File: src/rtl/reg_writeback.sv
// Writeback stage: merges ALU and load results into one register-file write port through a small pending-write FIFO.
// Latency: a result accepted into an empty queue is strobed on the write port on the following edge (2 edges input to strobe).
// Backpressure: ld_ready drops only when the queue is full; alu_ready also drops whenever a load is offered, because loads take priority.
module reg_writeback #(
  parameter int DEPTH = 4
) (
  input  logic                     clk,
  input  logic                     rst_n,
  input  logic                     alu_valid,
  output logic                     alu_ready,
  input  logic [4:0]               alu_rd,
  input  logic [31:0]              alu_data,
  input  logic                     ld_valid,
  output logic                     ld_ready,
  input  logic [4:0]               ld_rd,
  input  logic [31:0]              ld_data,
  output logic [4:0]               rd,
  output logic                     enable,
  output logic [31:0]              data,
  input  logic [4:0]               rs1,
  input  logic [4:0]               rs2,
  output logic                     rs1_hit,
  output logic                     rs2_hit,
  output logic [31:0]              rs1_fwd,
  output logic [31:0]              rs2_fwd,
  output logic [$clog2(DEPTH):0]   count
);

  localparam int PW = $clog2(DEPTH);
  localparam int CW = PW + 1;

  logic [PW-1:0]    head;
  logic [PW-1:0]    tail;
  logic [DEPTH-1:0] ent_vld;
  logic [4:0]       ent_rd   [DEPTH];
  logic [31:0]      ent_data [DEPTH];

  logic        full;
  logic        ld_acc;
  logic        alu_acc;
  logic        push;
  logic        pop;
  logic [4:0]  in_rd;
  logic [31:0] in_data;

  // Ready depends only on occupancy, never on the same-cycle pop, so it cannot form a loop with the drain.
  always_comb begin
    full      = (count == CW'(DEPTH));
    ld_ready  = !full;
    alu_ready = !full && !ld_valid;
    ld_acc    = ld_valid && ld_ready;
    alu_acc   = alu_valid && alu_ready;
    in_rd     = ld_acc ? ld_rd : alu_rd;
    in_data   = ld_acc ? ld_data : alu_data;
    // Writes to x0 are consumed but dropped: the register file ignores them anyway.
    push      = (ld_acc || alu_acc) && (in_rd != 5'd0);
    pop       = (count != '0);
  end

  // Queue control, occupancy and the registered write port; the head entry drains every cycle it exists.
  always_ff @(posedge clk or negedge rst_n) begin
    if (!rst_n) begin
      head    <= '0;
      tail    <= '0;
      count   <= '0;
      ent_vld <= '0;
      enable  <= 1'b0;
      rd      <= 5'd0;
      data    <= 32'd0;
    end else begin
      if (pop) begin
        ent_vld[head] <= 1'b0;
        head          <= head + PW'(1);
        rd            <= ent_rd[head];
        data          <= ent_data[head];
        enable        <= 1'b1;
      end else begin
        enable        <= 1'b0;
      end
      // Push never lands on the head slot being popped: a push into a non-empty queue implies not full.
      if (push) begin
        ent_vld[tail] <= 1'b1;
        tail          <= tail + PW'(1);
      end
      case ({push, pop})
        2'b10:   count <= count + CW'(1);
        2'b01:   count <= count - CW'(1);
        default: count <= count;
      endcase
    end
  end

  // Entry payload needs no reset; the valid flags gate every use of it.
  always_ff @(posedge clk) begin
    if (push) begin
      ent_rd[tail]   <= in_rd;
      ent_data[tail] <= in_data;
    end
  end

  // Scan oldest to youngest so the last match (youngest) wins; the output register is older than any queued entry.
  function automatic logic [32:0] lookup(input logic [4:0] rs);
    logic          hit;
    logic [31:0]   fwd;
    logic [PW-1:0] idx;
    hit = 1'b0;
    fwd = 32'd0;
    if (enable && (rd == rs)) begin
      hit = 1'b1;
      fwd = data;
    end
    for (int k = 0; k < DEPTH; k++) begin
      idx = head + PW'(k);
      if ((CW'(k) < count) && ent_vld[idx] && (ent_rd[idx] == rs)) begin
        hit = 1'b1;
        fwd = ent_data[idx];
      end
    end
    if (rs == 5'd0) begin
      hit = 1'b0;
      fwd = 32'd0;
    end
    return {hit, fwd};
  endfunction

  // Bypass both read ports from current state only; results arriving this cycle are not yet visible.
  always_comb begin
    {rs1_hit, rs1_fwd} = lookup(rs1);
    {rs2_hit, rs2_fwd} = lookup(rs2);
  end

endmodule

File: config.mk
export PLATFORM = sky130hd
export DESIGN_NAME = reg_writeback
export DESIGN_NICKNAME = d
export VERILOG_FILES = /design/src/rtl/reg_writeback.sv
export SDC_FILE = /design/constraint.sdc
export NUM_CORES = 1
export LEC_CHECK = 0
export ABC_CLOCK_PERIOD_IN_PS = 7330
export BUFFER_PORTS_ARGS = -buffer_cell sky130_fd_sc_hd__buf_2
export CORE_MARGIN = 1
export CORE_UTILIZATION = 43
export DETAILED_ROUTE_END_ITERATION = 7
export PLACE_DENSITY = 0.63
export SLEW_MARGIN = 20
export SYNTH_ARGS = -nofsm -noshare
export SYNTH_HDL_FRONTEND = slang
export SYNTH_SLANG_ARGS = --single-unit
File: constraint.sdc
create_clock -name clk -period 7.33 [get_ports clk]
set_input_delay 0.3665 -clock clk [delete_from_list [all_inputs] [get_ports clk]]
set_output_delay 0.3665 -clock clk [all_outputs]
set_load 0.005 [all_outputs]
==> Word level (Yosys, flattened, before mapping) <==
Memory sizes are Yosys's and may differ from the RTL's.
Cells that the tools add are included.
W data, S select, Z words.
{ "classes": {"add_sub_neg": 6, "mul": 0, "div": 0, "order_cmp": 11, "eq_ne": 13, "shifts": 0, "n_mux": 44, "bitwise": 3, "reduce_logical": 28} }
{ "op_table": {"columns": ["operator", "count"], "rows": [
  ["$mux W32", 13],
  ["$eq A5 B5 Y1", 10],
  ["$mux W1", 21],
  ["$logic_and A1 B1 Y1", 20],
  ["$lt A2 B3 Y1 const B", 5],
  ["$logic_not A5 Y1", 2],
  ["$bmux W1 S2", 4],
  ["$mux W4", 2],
  ["$lt A1 B3 Y1 const A", 2],
  ["$lt A2 B3 Y1 const A", 2],
  ["$pmux W3 S2", 1],
  ["$mux W5", 1],
  ["$reduce_bool A5 Y1", 1],
  ["$add A2 B1 Y2 const B", 2],
  ["$add A2 B2 Y2 const B", 2],
  ["$and A4 B4 Y4", 1],
  ["$demux W1 S2", 2],
  ["$ge A2 B1 Y1 const B", 2],
  ["$not A4 Y4", 1],
  ["$or A4 B4 Y4", 1],
  ["$add A3 B1 Y3 const B", 1],
  ["$eq A3 B3 Y1 const B", 1],
  ["$reduce_bool A3 Y1", 1],
  ["$sub A3 B1 Y3 const B", 1],
  ["5 further kinds", 6]
]} }
{ "word_totals": {"regBits": 49, "latch_bits": 0, "mem_bits_rw": 148, "mem_bits_ro": 0, "inputBits": 88, "n_memories": 2} }
{ "memory_table": {"columns": ["name", "words", "width", "read_ports", "rd_clocked_by_memory_dff", "write_ports", "line", "text"], "rows": [
  ["ent_data", 4, 32, 4, 0, 1, "36", "logic [31:0] ent_data [DEPTH];"],
  ["ent_rd", 4, 5, 4, 0, 1, "35", "logic [4:0] ent_rd [DEPTH];"]
]} }

==> Depth between registers and ports, before layout <==
Gate-level depths: netlist (run 1).
{ "logic_depth": {"ltp_word": 9, "mapped_depth": 17, "mapped_depth_nobuf": 11} }

==> Worst setup path after synthesis (run 1) <==
No wires, ideal clock.
{ "synth_timing": {"path_type": "register -> output", "start": "reg head[0]", "end": "out rs2_fwd[21]", "arrival_time_ns": 3.971, "required_ns": 6.963, "path_slack_ns": 2.992, "path_stages_with_launch": 17, "path_buffers": 8, "cell_sequence": "dfrtp_1 -> buf_6 -> buf_12 -> buf_6 -> buf_2 -> buf_1 -> inv_1 -> ha_1 -> clkbuf_2 -> buf_4 -> mux4_2 -> xnor2_1 -> nand4_1 -> nor2_1 -> clkbuf_1 -> a221oi_1 -> o31ai_1"} }
{ "synth_between": {"elab_chain_cells": 9, "elab_cells_between_ends": 30, "cone_classes": "add/sub: 3; eq/ne: 4; mux: 13; reduce/logical: 8; memory: 2"} }
{ "synth_rtl": {"columns": ["element", "line", "text"], "rows": [
  ["from (decl)", "32", "logic [PW-1:0] head;"],
  ["from (signal assigned)", "73", "head <= head + PW'(1);"],
  ["parallel branches: the longest is 7 deep, another holds $mem_v2 Z4 W5", null, null],
  ["$mux W32 (*)", "114", "if ((CW'(k) < count) && ent_vld[idx] && (ent_rd[idx] == rs)) begin"],
  ["$mux W32 (*)", "119", "if (rs == 5'd0) begin"],
  ["to (decl)", "25", "output logic [31:0] rs2_fwd,"]
]} }
Mark *: on every way between the ends. The select of a mux whose other input is x is not followed.

==> Worst setup path after layout (run 1) <==
{ "layout_timing": {"start": "reg head[0]", "end": "out rs1_fwd[17]"} }
{ "layout_between": {"elab_chain_cells": 9, "elab_cells_between_ends": 30, "cone_classes": "add/sub: 3; eq/ne: 4; mux: 13; reduce/logical: 8; memory: 2"} }
{ "layout_rtl": {"columns": ["element", "line", "text"], "rows": [
  ["parallel branches: the longest is 7 deep, another holds $mem_v2 Z4 W5", null, null],
  ["$mux W32 (*)", "114", null],
  ["$mux W32 (*)", "119", null],
  ["to (decl)", "24", "output logic [31:0] rs1_fwd,"]
]} }
Marked as above.

==> impl.org, run 1 <==
** Run status
- The run finished with clean final reports.

** Floorplan
- The initial utilization of the core area, before any placement, comes to 0.438.
- Die width :: 184 µm
- The floorplan has 66 rows.
- For this design the top-level I/O count stands at a little under 200.
- The die covers 34,000 µm².
- The die is around 180 µm tall.
- The floorplan step defined a core boundary enclosing about 33,000 µm².

** Critical path
- The largest individual stage delay along the critical path comes from the cell and2_2.
- Largest fanout of any net on the critical path :: approximately 150
- Critical Path Sink Type :: output pin
- Delay contributed by the slowest stage of the critical path :: between 0.9 and 1 ns
- STA puts the critical path data required time at 6.96 ns.
- The critical path goes through buf_12, mux4_1, xor2_1, nor2_4, and2_2, o2111ai_1, o2111a_1, buf_2.
- The setup path with the least slack is of type reg -> out.
- STA classifies the critical path startpoint as a flop.
- Data arrives at the worst endpoint at around 5.1 ns.

** Synthesis
- The number of nets in the synthesized netlist is between 1,000 and 1,500.
- Post-synthesis async set-or-reset flop share :: 0.249
- Post-synthesis instance total :: around 1,100
- Number of warnings issued by yosys :: 0
- Register bit count reported by yosys :: 197
- The share of the Yosys chip area taken by registers is 0.396.
- Counting flops with a built-in enable in the synthesized netlist gives between 100 and 150.
- Synthesis instantiated 56 different standard cells from the library.
- For this run, the leading register cell type out of synthesis is edfxtp_1.
- Mean cell area of the mapped netlist :: approximately 14 µm²
- Post-synth design cell area :: 14,300 µm²

** Timing
- Setup Total Neg Slack :: 0 ns
- Worst clock skew :: ~0.01 ns
- Measured against its own limit, the worst slew margin works out to 0.215.
- The max-slew violation total from the final report was 0.
- Final critical-path share of the clock period :: 0.741
- Clock period minus final worst setup slack :: ~5.4 ns
- Setup violations remaining at the end of the flow were counted as 0.
- At the pin with the least slew margin, the transition time is roughly 1.2 ns.
- Maximum clock frequency :: 184 MHz
- The total count of hold-check failures in the final report came to 0.
- RSZ-0062 raised after global routing :: no

** Route
- For this run, design rule violations remaining after detail routing come to 0.
- Post-route ant nets :: 0
- The final route contains about 11,000 vias.
- Number of DRC markers after the initial detailed-route iteration :: between 1,000 and 1,500
- In the final routed layout, each cell accounts on average for between 20 and 30 µm.
- Final wirelength :: 43,100 µm
- Initial DRT Pass Iterations :: 6
- Using the TritonRoute via totals, the vias-per-cell ratio works out to about 6.8.

** Global routing
- Maximum number of pins on one net before global-route repair :: approximately 160
- The initial antenna violation count was 0.
- The via count of the first global-routing pass came to roughly 11,000.
- Overall Global Routing Usage :: 0.256
- The first global-routing pass estimated approximately 65,000 µm of wire.
- GRT overflow :: 0

** Clock tree
- The H-tree was split into 4 levels.
- Counting along the longest clock path gives a buffer depth of 2.
- In this run, post-CTS hold repair placed 0 buffers.
- Number of buffers created by CTS :: 17
- Clock tree from TritonCTS :: yes
- Clock-pin slew was measured on the worst setup and hold paths at 0.08 ns.
- PostCTS Resize Cnt :: 0
- At the later pin of the worst-skew pair, clock insertion delay measures 0.45 ns.
- Root cell of the clock tree :: clkbuf_16
- TritonCTS sink count :: 197
- Post-CTS setup-driven buffer insertion count :: 0

** Finish
- Design area :: roughly 16,000 µm²
- Total area of multi-input combinational cells :: roughly 8000 µm²
- Inserted Diodes :: 0
- At the end of the flow the core is filled with cells to 0.489.
- Count of placed standard cells in the final layout, fillers left out :: ~1,600
- Fill cell instance count of the final layout :: ~2,900
- Final #Nets :: roughly 1,300
- Summing all flip-flop and latch instances after layout gives between 5000 and 6000 µm².
- Layout cells sized above 1 :: 0.444
- Compared with the post-synthesis result, the final layout area differs by 11.5%.

** Run
- Maximum capacitance violations :: 0

** Placement
- Buffers placed on the I/O ports in this run total between 150 and 200.
- Weighted congestion reported at the end of routability-driven placement :: just over 0.9
- The number of placed instances, taps included, is around 1,600.
- Area of placed instances :: approximately 15,000 µm²
- Sum of net half-perimeters after detailed placement :: approximately 26,000 µm

** Power and ir drop
- For this design the ratio of total power to cell area is 459 nW/µm².
- Summed over all cells, the static leakage comes to between 5 and 6 nW.
- Across the VDD grid, the largest voltage drop is about 0.34 mV.

** Hold path
- Hold WC Path Type :: in -> async
[critical path: cells and delay by family (launching register included)]
family	cells	cell delay [ns]
flip-flops	1	0.43
multiplexers	1	0.73
buffers and inverters	2	0.88
XOR/XNOR	1	0.20
AND/OR/NAND/NOR	2	1.80
AO/OA/AOI/OAI	2	0.48
[logic make-up after synthesis]
group                      after synthesis  synth area share
buffers and inverters                  129            0.0503
muxes                                  227             0.302
DFF                                    197             0.396
adders and majority gates               13            0.0114
AOI/OAI and AO/OA                      182             0.107
and+or+nand+nor                        247            0.0994
xor gates and xnor gates                55            0.0337
[report_power, final]
part           total [W]  internal (W)  switching (W)
logic            0.00432       0.00210        0.00222
registers        0.00209       0.00169       0.000396
clock network   0.000919      0.000453       0.000467
[synthesized netlist by cell type (12+ instances only)]
cell type	number	area, µm²
o2111a_1	32	360
xnor2_1	33	289
edfxtp_1	148	4440
nor2_1	49	184
dfrtp_1	49	1230
ha_1	13	163
nand2_1	47	176
a32oi_1	32	280
mux4_1	13	342
buf_2	18	90.1
o21ai_0	27	135
buf_6	12	135
clkbuf_1	62	233
mux4_2	138	3110
a221oi_1	32	280
nor3_1	56	280
buf_1	12	45.0
o31ai_1	41	308
mux2_2	74	833
nand3_1	35	175
xor2_1	22	193
nor4_2	30	375
[cell type report]
class	count	area share
timing repair buffer	212	0.0708
clock buffer	18	0.0269
inverter	7	0.00165
sequential	197	0.356
multi-input combinational	724	0.502
tap	442	0.0347
clock inverter	14	0.00832
[per-layer routing]
metal  part of all wire  GRT usage  routed length (µm)  up-vias
li1                   -          -                   -     4578
met1               0.40      0.337               17200     5558
met2               0.49      0.418               21000      665
met3              0.086     0.0460                3710       98
met4              0.028      0.104                1210        0
met5                  0          0                   0        -
[stage by stage]
step,hold WS (ns),worst slack [ns],total power [W]
4_1_cts,0.0868,1.95,0.00732
6_report,0.0600,1.90,0.00732
5_1_grt,0.119,1.71,0.00772
2_1_floorplan,0.0709,2.99,0.00522
3_5_place_dp,0.529,2.44,0.00639
3_3_place_gp,0.513,2.50,0.00630
[cells in the final DEF, fill, tap and decap left out, types with 4 or more instances in the layout]
cell type / Yosys / routed
buf_2: 18 / 196
nand3_1: 35 / 34
edfxtp_1: 148 / 148
nor3_1: 56 / 55
a221oi_1: 32 / 32
o21ai_0: 27 / 27
mux2_2: 74 / 74
inv_1: 7 / 7
buf_4: 8 / 13
xor2_1: 22 / 22
mux4_2: 138 / 138
xnor2_1: 33 / 33
and2_2: 1 / 7
clkbuf_16: 0 / 17
nand4_1: 4 / 4
inv_6: 0 / 5
a21o_1: 4 / 4
nand2_1: 47 / 45
nor4_2: 30 / 30
mux4_1: 13 / 13
nor2_1: 49 / 46
a32oi_1: 32 / 32
dfrtp_1: 49 / 47
o31ai_1: 41 / 41
ha_1: 13 / 12
inv_8: 0 / 5
nor4_1: 4 / 4
o2111a_1: 32 / 32
[final timing paths]
| kind | startpoint | to | slack (ns) | cells past startpoint |
|---|---|---|---|---|
| min in group clk | ld_data[18] | ent_data[2][18] | 0.27 | 2 |
| max in group asynchronous | rst_n | head[0] | 6.72 | 2 |
| hold reg to reg | ent_vld[0] | ent_vld[0] | 0.55 | 1 |
| setup / recovery | head[0] | rs1_fwd[17] | 1.90 | 8 |
| setup reg to reg | count[0] | ent_vld[1] | 3.39 | 10 |
| hold / removal | rst_n | data[29] | 0.06 | 2 |
[state kept, by name, summed over array words and instances (netlist names)]
| signal | count |
|---|---|
| tail | 2 |
| rd | 5 |
| data | 32 |
| head | 2 |
| ent_vld | 4 |
| ent_data | 128 |
| enable | 1 |
| count | 3 |
| ent_rd | 20 |
(Power assumes the default switching activity.)
==> run 2: changes to the inputs <==
--- a/config.mk
+++ b/config.mk
@@ -5,12 +5,13 @@
 export SDC_FILE = /design/constraint.sdc
 export NUM_CORES = 1
 export LEC_CHECK = 0
-export ABC_CLOCK_PERIOD_IN_PS = 7330
+export ABC_AREA = 1
+export ABC_CLOCK_PERIOD_IN_PS = 5700
 export BUFFER_PORTS_ARGS = -buffer_cell sky130_fd_sc_hd__buf_2
 export CORE_MARGIN = 1
 export CORE_UTILIZATION = 43
 export DETAILED_ROUTE_END_ITERATION = 7
-export PLACE_DENSITY = 0.63
+export PLACE_DENSITY = 0.62
 export SLEW_MARGIN = 20
 export SYNTH_ARGS = -nofsm -noshare
 export SYNTH_HDL_FRONTEND = slang
==> constraint.sdc (replaced) <==
create_clock -name clk -period 5.7 [get_ports clk]
set_input_delay 0.285 -clock clk [delete_from_list [all_inputs] [get_ports clk]]
set_output_delay 0.285 -clock clk [all_outputs]
set_load 0.005 [all_outputs]
==> impl.org, run 2 <==
** Run status
- Result of the run :: finished, violations left
- Violated checks :: DRC

** Clock tree
- The number of resized instances in the post-cts repair step is 0 (unchanged).
- In this run the clock root is driven by a clkbuf_16.
- The H-tree depth was 4 (unchanged).
- Maximum buffer depth of the clock tree :: 2 (unchanged)
- The clock transition time at the flip-flop clock pins of the worst setup and hold paths is 0.08 ns (about the same).
- Worst-skew pair later-pin latency :: 0.45 ns (about the same)
- The clock sink count came to 197 (unchanged).
- Post-CTS setup-driven buffer insertion count :: 0 (unchanged)
- The total CTS buffers was 17 (unchanged).
- The hold-fix buffer count after cts was 1 (+1).
- Clock tree from TritonCTS :: yes

** Critical path
- Worst Reg2Reg Path Length in Cells :: 13 (+3)
- Crit path launch type :: flop
- The worst register-to-register path begins at count[0].
- The endpoint required time on the critical path is 5.41 ns (-1.55 ns).
- Critical Path Sink Type :: output pin
- The reg2reg setup slack was 2.06 ns (-1.33 ns).
- Critical path class :: reg -> out
- Grouping stages by cell kind, the critical path spends the most delay in buffers and inverters.
- Buffers & Inverters on Critical Path :: 5 (+3)
- The endpoint identified for the worst register-to-register timing path is ent_data[0][5].
- Slowest CP cell :: nand3_2
- Arrival @ worst endpoint :: 4.45 ns (-0.62 ns)
- Largest fanout of any net on the critical path :: 42 (-73%)
- Walking the worst path, the cells encountered are inv_4, ha_2, clkinv_1, buf_4, nand3_2, nand2_2, xor2_1, nor2_1, nand3_2, buf_12, nand3_1, nand3_1, a21oi_1, buf_2.
- The largest incremental delay on the critical path is 0.56 ns (-0.37 ns).

** Placement
- The count of port buffers added during placement came to 196 (unchanged).
- The detailed placer's ending HPWL was 39,500 µm (+52%).
- The weighted congestion at the end of routability-driven global placement came to 1.03 (+11%).
- Pre-CTS setup slack :: 1.50 ns (-0.932 ns)
- Placed insts :: 2,800 (+77%)

** Route
- Final wirelength :: 55,600 µm (+29%)
- The count of TritonRoute iterations in the first routing pass is 8 (+2).
- Number of vias per cell :: 5.48 (-19%)
- DRC Markers :: 2 (+2)
- The total via count in the routed design is 15,500 (+42%).
- Routed len/inst :: 19.6 µm (-27%)
- The remaining antenna violation count came to 0 (unchanged).
- Number of DRC markers after the initial detailed-route iteration :: 1,987 (+63%)

** Finish
- Register bank with the most flops :: ent_data
- Largest register FFs :: 128 (unchanged)
- From synthesis to final layout, the design area changed by 11.2%.
- Total area of multi-input combinational cells :: 7890 µm² (-1.4%)
- The layout filler cell count is 3,511 (+23%).
- The storage element area came to 5680 µm² (unchanged).
- In the final layout, the registers with the most flip-flops are ent_data x128, data x32, ent_rd x20.
- Leaving out fill and tap cells, the most frequent cell in the layout is nand2_1.
- Leading cell types in the layout, fill and taps excluded :: 777 x nand2_1, 301 x o21ai_0, 278 x nor2_1
- Inserted Diodes :: 0 (unchanged)
- The net total in the final layout came to 2,466 (+96%).
- The post-route non-filler standard cell count came to 2,833 (+76%).
- Layout cells sized above 1 :: 0.142 (-0.302)

** Global routing
- The global-route wire length before repair is 82,800 µm (+28%).
- The overall routing resource usage was 0.311 (+0.0547).
- The via count of the first global-routing pass is 13,400 (+24%).
- GR Util met1 :: 0.472 (+0.136)
- Initial antenna violation count :: 0 (unchanged)
- The routing usage on met3 came to 0.0695 (+0.0234).
- GRT overflow :: 0 (unchanged)
- The met2 track utilization from global routing came to 0.431 (+0.0132).
- The largest net degree at the start of global routing was 109 (-30%).
- After global routing, the most crowded layer is met1.

** Timing
- Actual transition at the worst max-transition pin :: 1.22 ns (+0.0497 ns)
- The worst-case setup margin in the final layout is 0.969 ns (-0.929 ns).
- RSZ-0062 raised after global routing :: no
- Rel. slew slack :: 0.183 (-0.0322)
- The max-slew violation total from the final report was 0 (unchanged).
- Maximum clock frequency :: 211 MHz
- Setup Total Neg Slack :: 0 ns (unchanged)
- Final critical-path share of the clock period :: 0.830
- The total count of hold-check failures in the final report was 0 (unchanged).
- The count of final setup violators was 0 (unchanged).
- Worst Hold Slack :: 0.194 ns (+0.134 ns)
- Counting I/O delays and the setup requirement, the final critical path takes about 4.7 ns.
- Worst clock skew :: 0.0104 ns (+0.000623 ns)

** Synthesis
- Post-synthesis instance total :: 2,262 (+120%)
- The summed instance area of the synthesized netlist is 15,000 µm² (+4.9%).
- Yosys attributes the largest share of cell area to edfxtp_1 30%, nand2_1 19%, o21ai_0 10%, dfrtp_1 8.2%, nor2_1 7.1%.
- The count of different cell masters after synthesis is 39 (-30%).
- The largest total area in the synthesized netlist belongs to edfxtp_1.
- Fraction of the yosys area taken by sequential cells :: 0.378 (-0.0185)
- The area share of the leading cell type in the synthesized netlist is 0.296 (-0.0145).
- The synthesized netlist net count is 2,363 (+110%).
- Synth top cells by count :: 778 x nand2_1, 301 x o21ai_0, 285 x nor2_1
- For this run, the leading register cell type out of synthesis is edfxtp_1.
- The post-synthesis average cell area is 6.63 µm² (-51%).
- The register bit total from synthesis was 197 (unchanged).
- The most common cell in the synthesized netlist is nand2_1.
- Number of flops mapped to enable cells by yosys :: 148 (unchanged)
- Post-synthesis async set-or-reset flop share :: 0.249 (unchanged)
- The warning count from the yosys run was 0 (unchanged).

** Floorplan
- The total number of placement rows came to 68 (+3.0%).
- The vertical extent of the die was 189 µm (+2.4%).
- Core region area :: 34,500 µm² (+5.6%)
- Initial standard-cell utilization of the core :: 0.435 (-0.00303)
- The area enclosed by the die boundary came to 35,600 µm² (+4.9%).
- The boundary pin count was 197 (unchanged).
- Die width :: 189 µm (+2.4%)

** Power and ir drop
- Static leakage :: 8.24 nW (+50%)
- VDD IR-drop max :: 0.320 mV (-4.9%)
- Pwr per Cell Area :: 631 nW/µm² (+37%)

** Run
- Maximum capacitance violations :: 0 (unchanged)

** Hold path
- The startpoint identified for the worst hold timing path is ld_data[2].
- Hold-critical path endpoint :: ent_data[2][2]
- Hold WC Path Type :: in -> reg
- Worst hold path depth :: 2
-- run 2: cell types whose count changed after synthesis, moves of 35 or more --
| cell | change |
|---|---|
| nand2_1 | +731 |
| nand3_1 | +80 |
| o31ai_1 | -41 |
| nor3_1 | -54 |
| o21ai_0 | +274 |
| a21oi_1 | +69 |
| o21ai_1 | +35 |
| mux2_2 | -42 |
| inv_1 | +170 |
| nor2_1 | +236 |
| mux4_2 | -138 |
-- run 2: area by class of cell --
type	count	share of cell area
Inverter	184	0.0415
Clock inverter	14	0.00840
Clock buffer	18	0.0257
Sequential cell	197	0.340
Tap cell	455	0.0341
Multi-Input combinational cell	1730	0.473
Timing Repair Buffer	235	0.0772
-- run 2: worst max path at each step --
stage                     cells past startpoint     start             end  slack [ns]
after floorplan                              12  count[0]  ent_data[0][0]        1.82
after CTS                                    15   head[0]     rs2_fwd[10]        1.01
after global routing                         13   head[0]     rs2_fwd[30]        0.66
final                                        14   head[0]     rs1_fwd[25]        0.97
after detailed placement                     15   head[0]     rs2_fwd[10]        1.50
after global placement                       15   head[0]      rs2_fwd[6]        1.56
-- run 2: cells by family (layout without fill, tap and decap cells) --
group                    count (synthesis)  in the layout  share of synthesized area
multiplexers                            32             32                     0.0240
adder cells (fa/ha/maj)                 13             13                     0.0108
AND/OR/NAND/NOR                       1256           1256                      0.340
XOR/XNOR                                13             13                    0.00759
flip-flops                             197            197                      0.378
AO/OA/AOI/OAI                          416            416                      0.140
buffers and inverters                  335            451                     0.0997
-- run 2: per-stage QoR --
stage / instance area (µm²) / power, W / util
floorplan: 15000 / 0.00675 / -
global placement: 16100 / 0.00908 / 0.467
detailed placement: 16100 / 0.00915 / 0.467
CTS: 16700 / 0.0104 / 0.484
global route: 16700 / 0.0113 / 0.484
finish: 16700 / 0.0105 / 0.484
-- run 2: per-layer routing --
| metal | routed length [µm] | up-vias | share of wire |
|---|---|---|---|
| met5 | 0 | - | 0 |
| met4 | 1080 | 0 | 0.019 |
| met3 | 6150 | 76 | 0.11 |
| met2 | 22400 | 820 | 0.40 |
| met1 | 25900 | 7118 | 0.47 |
| li1 | - | 7505 | - |
-- run 2: power breakdown --
group          leakage, nW  switching (W)  internal, W
clock                0.275       0.000585     0.000617
combinational         6.00        0.00496      0.00186
sequential            1.96       0.000356      0.00215
